**config.mk**
```make
export PLATFORM = sky130hd
export DESIGN_NAME = morse_recorder
export DESIGN_NICKNAME = d
export VERILOG_FILES = /design/src/rtl/morse_recorder.sv
export SDC_FILE = /design/constraint.sdc
export NUM_CORES = 1
export LEC_CHECK = 0
export ABC_AREA = 0
export CORE_UTILIZATION = 47
export DETAILED_ROUTE_END_ITERATION = 6
export GPL_TIMING_DRIVEN = 1
export MAX_ROUTING_LAYER = met4
export SYNTH_ARGS = -nofsm -noshare
export SYNTH_HDL_FRONTEND = slang
export SYNTH_SLANG_ARGS = --single-unit
```
**constraint.sdc**
```tcl
create_clock -name clk -period 4.3 [get_ports clk]
set_input_delay 0.86 -clock clk [delete_from_list [all_inputs] [get_ports clk]]
set_output_delay 0.86 -clock clk [all_outputs]
set_load 0.1 [all_outputs]
```
**src/rtl/morse_recorder.sv**
```systemverilog
// ---------------------------------------------------------------------------
// morse_recorder
//   Morse front-end timing recorder. Counts the length, in clock cycles, of
//   successive high pulses on the key input and stores up to NUM_SLOTS of them.
//   The message ends when a low gap reaches GAP_MAX cycles or every slot has
//   been filled. After that the recorder freezes with m_end high until reset.
//
// Ports
//   clk     in   rising-edge clock
//   sig_in  in   raw key signal, asynchronous to clk
//   reset   in   synchronous, active-high; clears all state
//   m_end   out  message ended; level, held until reset
//   valid   out  one-cycle pulse in the cycle a slot is written
//
// Internal state read by the symbol decoder
//   value           slot i lives at bits [i*WID +: WID]
//   decoded_sig_ct  bit i set once slot i has been written
// ---------------------------------------------------------------------------
module morse_recorder #(
    parameter int WID       = 32,
    parameter int NUM_SLOTS = 5,
    parameter int GAP_MAX   = 25
) (
    input  logic clk,
    input  logic sig_in,
    input  logic reset,
    output logic m_end,
    output logic valid
);

    localparam int SLOT_W = (NUM_SLOTS > 1) ? $clog2(NUM_SLOTS) : 1;

    typedef enum logic [1:0] {
        IDLE,
        HIGH,
        LOW,
        DONE
    } state_t;

    state_t                     state;
    logic                       sig_s;
    logic [WID-1:0]             hi_cnt;
    logic [WID-1:0]             lo_cnt;
    logic [SLOT_W-1:0]          slot;
    logic [NUM_SLOTS*WID-1:0]   value;
    logic [NUM_SLOTS-1:0]       decoded_sig_ct;

    // Pulse lengths saturate at all-ones instead of wrapping to a short value.
    function automatic logic [WID-1:0] sat_inc(input logic [WID-1:0] x);
        return (x == {WID{1'b1}}) ? x : x + 1'b1;
    endfunction

    always_ff @(posedge clk) begin
        if (reset) begin
            state          <= IDLE;
            sig_s          <= 1'b0;
            hi_cnt         <= '0;
            lo_cnt         <= '0;
            slot           <= '0;
            value          <= '0;
            decoded_sig_ct <= '0;
            m_end          <= 1'b0;
            valid          <= 1'b0;
        end else begin
            // Input synchroniser stage: every decision below looks at sig_s.
            sig_s <= sig_in;
            valid <= 1'b0;

            case (state)
                // Leading low time before the first key-down is not recorded.
                IDLE: begin
                    if (sig_s) begin
                        state  <= HIGH;
                        hi_cnt <= WID'(1);
                    end
                end

                HIGH: begin
                    if (sig_s) begin
                        hi_cnt <= sat_inc(hi_cnt);
                    end else begin
                        for (int i = 0; i < NUM_SLOTS; i++) begin
                            if (slot == SLOT_W'(i)) begin
                                value[i*WID +: WID] <= hi_cnt;
                                decoded_sig_ct[i]   <= 1'b1;
                            end
                        end
                        valid <= 1'b1;
                        slot  <= slot + 1'b1;
                        if (slot == SLOT_W'(NUM_SLOTS - 1)) begin
                            state <= DONE;
                            m_end <= 1'b1;
                        end else begin
                            // The falling-edge cycle is the first low cycle of the gap.
                            state  <= LOW;
                            lo_cnt <= WID'(1);
                        end
                    end
                end

                LOW: begin
                    if (sig_s) begin
                        state  <= HIGH;
                        hi_cnt <= WID'(1);
                    end else begin
                        lo_cnt <= lo_cnt + 1'b1;
                        if (lo_cnt + 1'b1 == WID'(GAP_MAX)) begin
                            state <= DONE;
                            m_end <= 1'b1;
                        end
                    end
                end

                // Frozen: key input ignored, slots held until reset.
                DONE: begin
                    m_end <= 1'b1;
                end

                default: begin
                    state <= IDLE;
                end
            endcase
        end
    end

endmodule

```
==> results of run 1 <==
-- tightest hold or removal path, cell delays in order (launching register included) --
cell and delay, ns:
dfxtp_1 0.33, nand3_1 0.08, a21oi_2 0.05
-- worst paths after layout --
| path | from | to | slack [ns] | depth (start not counted) |
|---|---|---|---|---|
| setup / recovery | lo_cnt[0]$_SDFFE_PP0P_ | state[1]$_SDFFE_PP0P_ | 1.18 | 9 |
| hold / removal | state[1]$_SDFFE_PP0P_ | state[1]$_SDFFE_PP0P_ | 0.50 | 2 |
| hold reg to reg | state[1]$_SDFFE_PP0P_ | state[1]$_SDFFE_PP0P_ | 0.50 | 2 |
| setup reg to reg | lo_cnt[0]$_SDFFE_PP0P_ | state[1]$_SDFFE_PP0P_ | 1.18 | 9 |
-- synth_stat cells (all sizes together), types with 2 or more instances --
cell type	instances
nor3	17
nor2b	4
o31ai	2
ha	7
o21ai	28
o211ai	2
clkbuf	22
a311oi	9
mux2i	5
or3	8
a31oi	8
and4	6
nand2b	7
nor2	52
a21oi	32
xor2	4
nand4	16
nand2	37
nor4	11
dfxtp	40
and3	7
a22oi	4
buf	9
or4	4
or2	2
inv	10
and2	2
a211oi	8
xnor2	5
nand3	15
-- registers in the layout, indices dropped and copies added (netlist names) --
signal,count
m_end,1
state,2
sig_s,1
valid,1
lo_cnt,32
slot,3
-- cells by family (layout without fill, tap and decap cells) --
logic type | count (synthesis) | after routing | synth area share [%]
simple gates | 190 | 190 | 35.0
compound gates | 100 | 100 | 22.3
buf+inv | 41 | 24 | 6.04
flops | 40 | 40 | 28.9
xor+xnor | 9 | 9 | 2.84
fa+ha+maj | 7 | 7 | 3.16
mux | 5 | 5 | 1.80
-- cells in the final DEF, fill, tap and decap left out, types with 2 or more instances in the layout --
cell type        Yosys  layout
nor2_1              52      52
dfxtp_1             40      40
nand2_1             37      37
a21oi_1             31      31
o21ai_0             28      28
nor3_1              17      16
nand4_1             15      15
nand3_1             14      14
inv_1               10      10
nor4_1              10      10
a311oi_1             9       9
or3_1                8       8
a31oi_1              8       8
a211oi_1             8       8
and3_1               7       7
nand2b_1             7       7
ha_1                 7       7
clkbuf_8             0       7
and4_1               6       6
mux2i_1              5       5
xnor2_1              5       5
nor2b_1              4       4
a22oi_1              4       4
xor2_1               4       4
clkdlybuf4s50_1      0       4
or4_1                3       3
buf_4                1       3
o211ai_1             2       2
o31ai_1              2       2
-- final cells by class --
type / instances / area share (%)
clock buffers: 7 / 3.32
flip-flops and latches: 40 / 27.6
inverters: 10 / 1.29
well taps: 72 / 3.10
repair buffers: 7 / 2.15
multi-input cells: 311 / 62.6
-- where the power goes --
| group | total (mW) | internal, mW | switching [mW] |
|---|---|---|---|
| clock network | 0.277 | 0.143 | 0.134 |
| logic | 0.0747 | 0.0228 | 0.0519 |
| registers | 0.381 | 0.376 | 0.00517 |
| total | 0.733 | 0.542 | 0.191 |
-- routing by layer --
layer,track usage (%),vias up,wire (um)
met5,-,-,0
met4,5.27,0,59
met3,4.02,7,315
met2,37.8,65,3160
met1,33.8,1274,3390
li1,-,1398,-
==> results_dict.tcl, run 1 <==
set metrics [dict create \
    status "completed" \
    routability_congestion 0.865 \
    synth-async-reset-ratio_pct 0 \
    layout.area.seq_um2 801 \
    cp.required_ns 4.53 \
    syn_area_um2 2770 \
    num_vias 2744 \
    worst_slew_margin_rel_pct 34.4 \
    ioPinCount 5 \
    antenna_found_initial 0 \
    dp_hpwl_um 4760 \
    cts_tree "done" \
    grt_max_degree 41 \
    finalNetCount 385 \
    synth_area_per_cell_um2 7.08 \
    timing.critical_path.fanout_max 11 \
    postRouteWirelength_um 6920 \
    finish.utilization_pct 51.8 \
    multi_input_comb_area_um2 1820 \
    grt_remaining_overflow 0 \
    number_of_vias_per_cell_after_detailed_routing 6.14 \
    power_uw 733 \
    floorplan.die.height_um 78.8 \
    detailed_place.area_um2 2810 \
    final_area_um2 2900 \
    drc_violations_left 0 \
    design.core.area_um2 5610 \
    first_global_vias 2375 \
    setup_violations 0 \
    layout_setup_ws_ns 1.18 \
    cts_repair_resize_count 0 \
    timing.final.crit_share_pct 72.7 \
    placement.io_buffers 4 \
    power-per-cell-area_nw_per_um2 252 \
    critPathCaptureType "register" \
    antennaDiodeCount 0 \
    insertion_delay_ns 0.29 \
    ys.warnings.count 0 \
    layout.filler_cells 578 \
    yosys.area.top_type_share_pct 28.9 \
    hold_fix_buffers_cts 0 \
    root_buffer_selected_by_cts "clkbuf_8" \
    timing_worst_slew_pin_value_ns 0.981 \
    placed_cells 440 \
    placement_rows 27 \
    path_buf_inv 0 \
    synth_top_cell_by_area "dfxtp_1" \
    cpPeakStageDelay_ns 0.83 \
    route.antenna.remaining_nets 0 \
    tritoncts_sink_count 40 \
    synth.area.top_cells "dfxtp_1 (29%), nor2_1 (7.0%), a21oi_1 (5.6%)" \
    final.setup.tns_ns 0 \
    cap_viol_max_count 0 \
    rsz_0062_raised_after_global_routing "false" \
    slew_viol_final 0 \
    floorplan.die_area_um2 6210 \
    floorplan.initialDensity_pct 49.5 \
    area_grow_syn2layout_pct 4.69 \
    first_iter_violations 147 \
    worst_ir_drop_vdd_v 0.000152 \
    final_layout_size_suffix_gt1_share_pct 5.07 \
    worstHoldPathType "register to register" \
    worst-setup-path-type "register to register" \
    synth_nets 402 \
    length_of_the_first_detailed_routing_pass_in_iterations 4 \
    die_width_um 78.8 \
    crit_arrival_ns 3.35 \
    dp_worst_setup_slack_ns 1.20 \
    cpLargestDelayFamily "simple AND/OR/NAND/NOR gates" \
    number_of_synthesized_flops_with_an_enable_pin 0 \
    ys_seq_elements 40 \
    hold-worst-slack_ns 0.501 \
    post_layout_nonfiller_instances 447 \
    fmax_achieved_ghz 0.320 \
    grt_pass1_wl_um 11800 \
    htree_num_levels 2 \
    postSynthCellCount 392 \
    tritoncts_buffer_count 5 \
    postSynth.topFlopCell "dfxtp_1" \
    clk_path_buf_depth 2 \
    crit_slowest_cell "nor4_1" \
    power.static_leakage_nw 0.904 \
    gr-usage-all-layers_pct 24.5 \
    cp_cell_instances "ha_1, nand3_1, nor4_1, nand4_1, mux2i_1, nor3_1, nand4_2, a21o_1, a21oi_2" \
    minimum_period_implied_by_the_final_worst_setup_slack_ns 3.12 \
    clk_pin_slew_worst_paths_ns 0.08 \
    critical_path.startpoint_type "register" \
    drt-wirelength-per-cell_um 15.5 \
    ys_types 47 \
    post_cts.repair.setup_buffers 0 \
    finClkSkew_ns 0.00446 \
    hold_violations 0 \
    synth_sequential_area_ratio_pct 28.9 \
]
Power figures use the tool's default switching activity.
==> run 2, diff against run 1 <==
clock period = 3 ns   (was 4.3 ns; I/O delays follow)
==> run 2 against run 1 <==
  * Maximum frequency grew 14%
  * Worst setup slack lost 0.91 ns
  * First-iteration DRC count grew 61%
  * Register-to-register slack lost 0.91 ns
  * Via count grew 0.44%
  * Total power grew 41%
  * Largest cell class unchanged
  * Largest power group unchanged
  * Highest routed layer unchanged
==> results_dict.tcl, run 2 (synthesis gave the netlist of run 1 again) <==
set metrics [dict create \
    crit_arrival_ns 2.97 \
    timing.critical_path.fanout_max 7 \
    finish.utilization_pct 52.8 \
    worstHoldPathType "register to register" \
    hold_fix_buffers_cts 0 \
    min_to "lo_cnt[13]$_SDFFE_PP0P_" \
    minimum_period_implied_by_the_final_worst_setup_slack_ns 2.74 \
    number_of_vias_per_cell_after_detailed_routing 6.04 \
    met3WireLength_um 397 \
    min_path_cells 1 \
    routability_congestion 0.883 \
    postRouteWirelength_um 7140 \
    die_width_um 78.8 \
    dp_worst_setup_slack_ns 0.258 \
    crit-reg2reg-launch "lo_cnt[0]$_SDFFE_PP0P_" \
    tritoncts_buffer_count 5 \
    finClkSkew_ns 0.00751 \
    power.static_leakage_nw 0.944 \
    floorplan.die.height_um 78.8 \
    cts_repair_resize_count 0 \
    cp_cell_instances "ha_1, nand3_1, or2_0, or4_4, a2111oi_2, and4_1, nand4_2, a21o_1, a21oi_2" \
    timing_worst_slew_pin_value_ns 0.539 \
    drc_violations_left 0 \
    cpPeakStageDelay_ns 0.50 \
    finalNetCount 393 \
    length_of_the_first_detailed_routing_pass_in_iterations 4 \
    status "completed" \
    grt_remaining_overflow 0 \
    worst_ir_drop_vdd_v 0.000295 \
    cp.required_ns 3.23 \
    fmax_achieved_ghz 0.366 \
    setup_violations 0 \
    hold_path.startpoint "lo_cnt[13]$_SDFFE_PP0P_" \
    final_area_um2 2960 \
    route.antenna.remaining_nets 0 \
    cts_tree "done" \
    worst_reg2reg_setup_slack_ns 0.26 \
    power-per-cell-area_nw_per_um2 348 \
    ioPinCount 5 \
    highest-signal-layer "met4" \
    grt_pass1_wl_um 12200 \
    gr-usage-all-layers_pct 25.6 \
    largest_register_ffs 32 \
    first_global_vias 2523 \
    slew_viol_final 0 \
    detailed_place.area_um2 2860 \
    critPathCaptureType "register" \
    antenna_found_initial 0 \
    drt-wirelength-per-cell_um 15.7 \
    critical_path.startpoint_type "register" \
    drt-met1-wl_um 3480 \
    power_mw 1.03 \
    worst_slew_margin_rel_pct 64.1 \
    floorplan.die_area_um2 6210 \
    clk_pin_slew_worst_paths_ns 0.07 \
    clk_path_buf_depth 2 \
    reg2reg_to "state[1]$_SDFFE_PP0P_" \
    layout_setup_ws_ns 0.264 \
    cap_viol_max_count 0 \
    crit_slowest_cell "or4_4" \
    r2r_cells 9 \
    tritoncts_sink_count 40 \
    rsz_0062_raised_after_global_routing "false" \
    cpLargestDelayFamily "simple AND/OR/NAND/NOR gates" \
    insertion_delay_ns 0.30 \
    placement_rows 27 \
    worst-setup-path-type "register to register" \
    hold_violations 0 \
    area_grow_syn2layout_pct 6.68 \
    antennaDiodeCount 0 \
    timing.final.crit_share_pct 91.2 \
    commonest_non_fill_non_tap_cells_in_the_layout "nor2_1 (52), dfxtp_1 (40), nand2_1 (37)" \
    num_vias 2756 \
    design.core.area_um2 5610 \
    dp_hpwl_um 4940 \
    final.setup.tns_ns 0 \
    placement.io_buffers 4 \
    floorplan.initialDensity_pct 49.5 \
    met2WireLength_um 3150 \
    final_common_cell "nor2_1" \
    htree_num_levels 2 \
    path_buf_inv 0 \
    root_buffer_selected_by_cts "clkbuf_8" \
    top_regs "lo_cnt: 32 flops, slot: 3 flops, state: 2 flops" \
    grt_max_degree 41 \
    post_cts.repair.setup_buffers 0 \
    first_iter_violations 237 \
    final_layout_size_suffix_gt1_share_pct 7.81 \
    largest_register "lo_cnt" \
]
run 2: cell count changes in the layout (fill, tap and decap cells not counted), sizes merged:
cell,before,now
buf,3,13
clkdlybuf4s50,4,2
clkbuf,7,8
run 2: metrics by stage:
| stage | hold WS, ns | instances |
|---|---|---|
| 2_1_floorplan | 0.469 | 392 |
| 3_3_place_gp | 0.487 | 448 |
| 3_5_place_dp | 0.485 | 448 |
| 4_1_cts | 0.498 | 456 |
| 5_1_grt | 0.541 | 456 |
| 6_report | 0.498 | 456 |
run 2: how the worst max path moves through the flow:
| stage | start | to | depth (start not counted) |
|---|---|---|---|
| after floorplan | lo_cnt[0]$_SDFFE_PP0P_ | state[1]$_SDFFE_PP0P_ | 10 |
| after global placement | lo_cnt[0]$_SDFFE_PP0P_ | state[1]$_SDFFE_PP0P_ | 10 |
| after detailed placement | lo_cnt[0]$_SDFFE_PP0P_ | state[1]$_SDFFE_PP0P_ | 10 |
| after CTS | lo_cnt[0]$_SDFFE_PP0P_ | state[1]$_SDFFE_PP0P_ | 10 |
| after global routing | lo_cnt[9]$_SDFFE_PP0P_ | state[1]$_SDFFE_PP0P_ | 8 |
| final | lo_cnt[0]$_SDFFE_PP0P_ | state[1]$_SDFFE_PP0P_ | 9 |
run 2: area by class of cell:
class	count	area, um2
sequential	40	801
clock buffer	8	90.1
tap	72	90.1
timing repair buffer	15	118
inverter	10	37.5
fill	590	2650
multi-input combinational	311	1820
run 2: metal layers:
| layer | vias to the layer above | global-route usage, % |
|---|---|---|
| met3 | 9 | 3.91 |
| met2 | 71 | 38.3 |
| met1 | 1259 | 34.9 |
| met4 | 0 | 9.82 |
| li1 | 1417 | - |
| met5 | - | - |
run 2: power by group:
| part | switching, mW | total [mW] | internal (mW) |
|---|---|---|---|
| combinational | 0.0770 | 0.109 | 0.0325 |
| clock | 0.186 | 0.374 | 0.188 |
| sequential | 0.00757 | 0.547 | 0.539 |
| total | 0.271 | 1.03 | 0.759 |
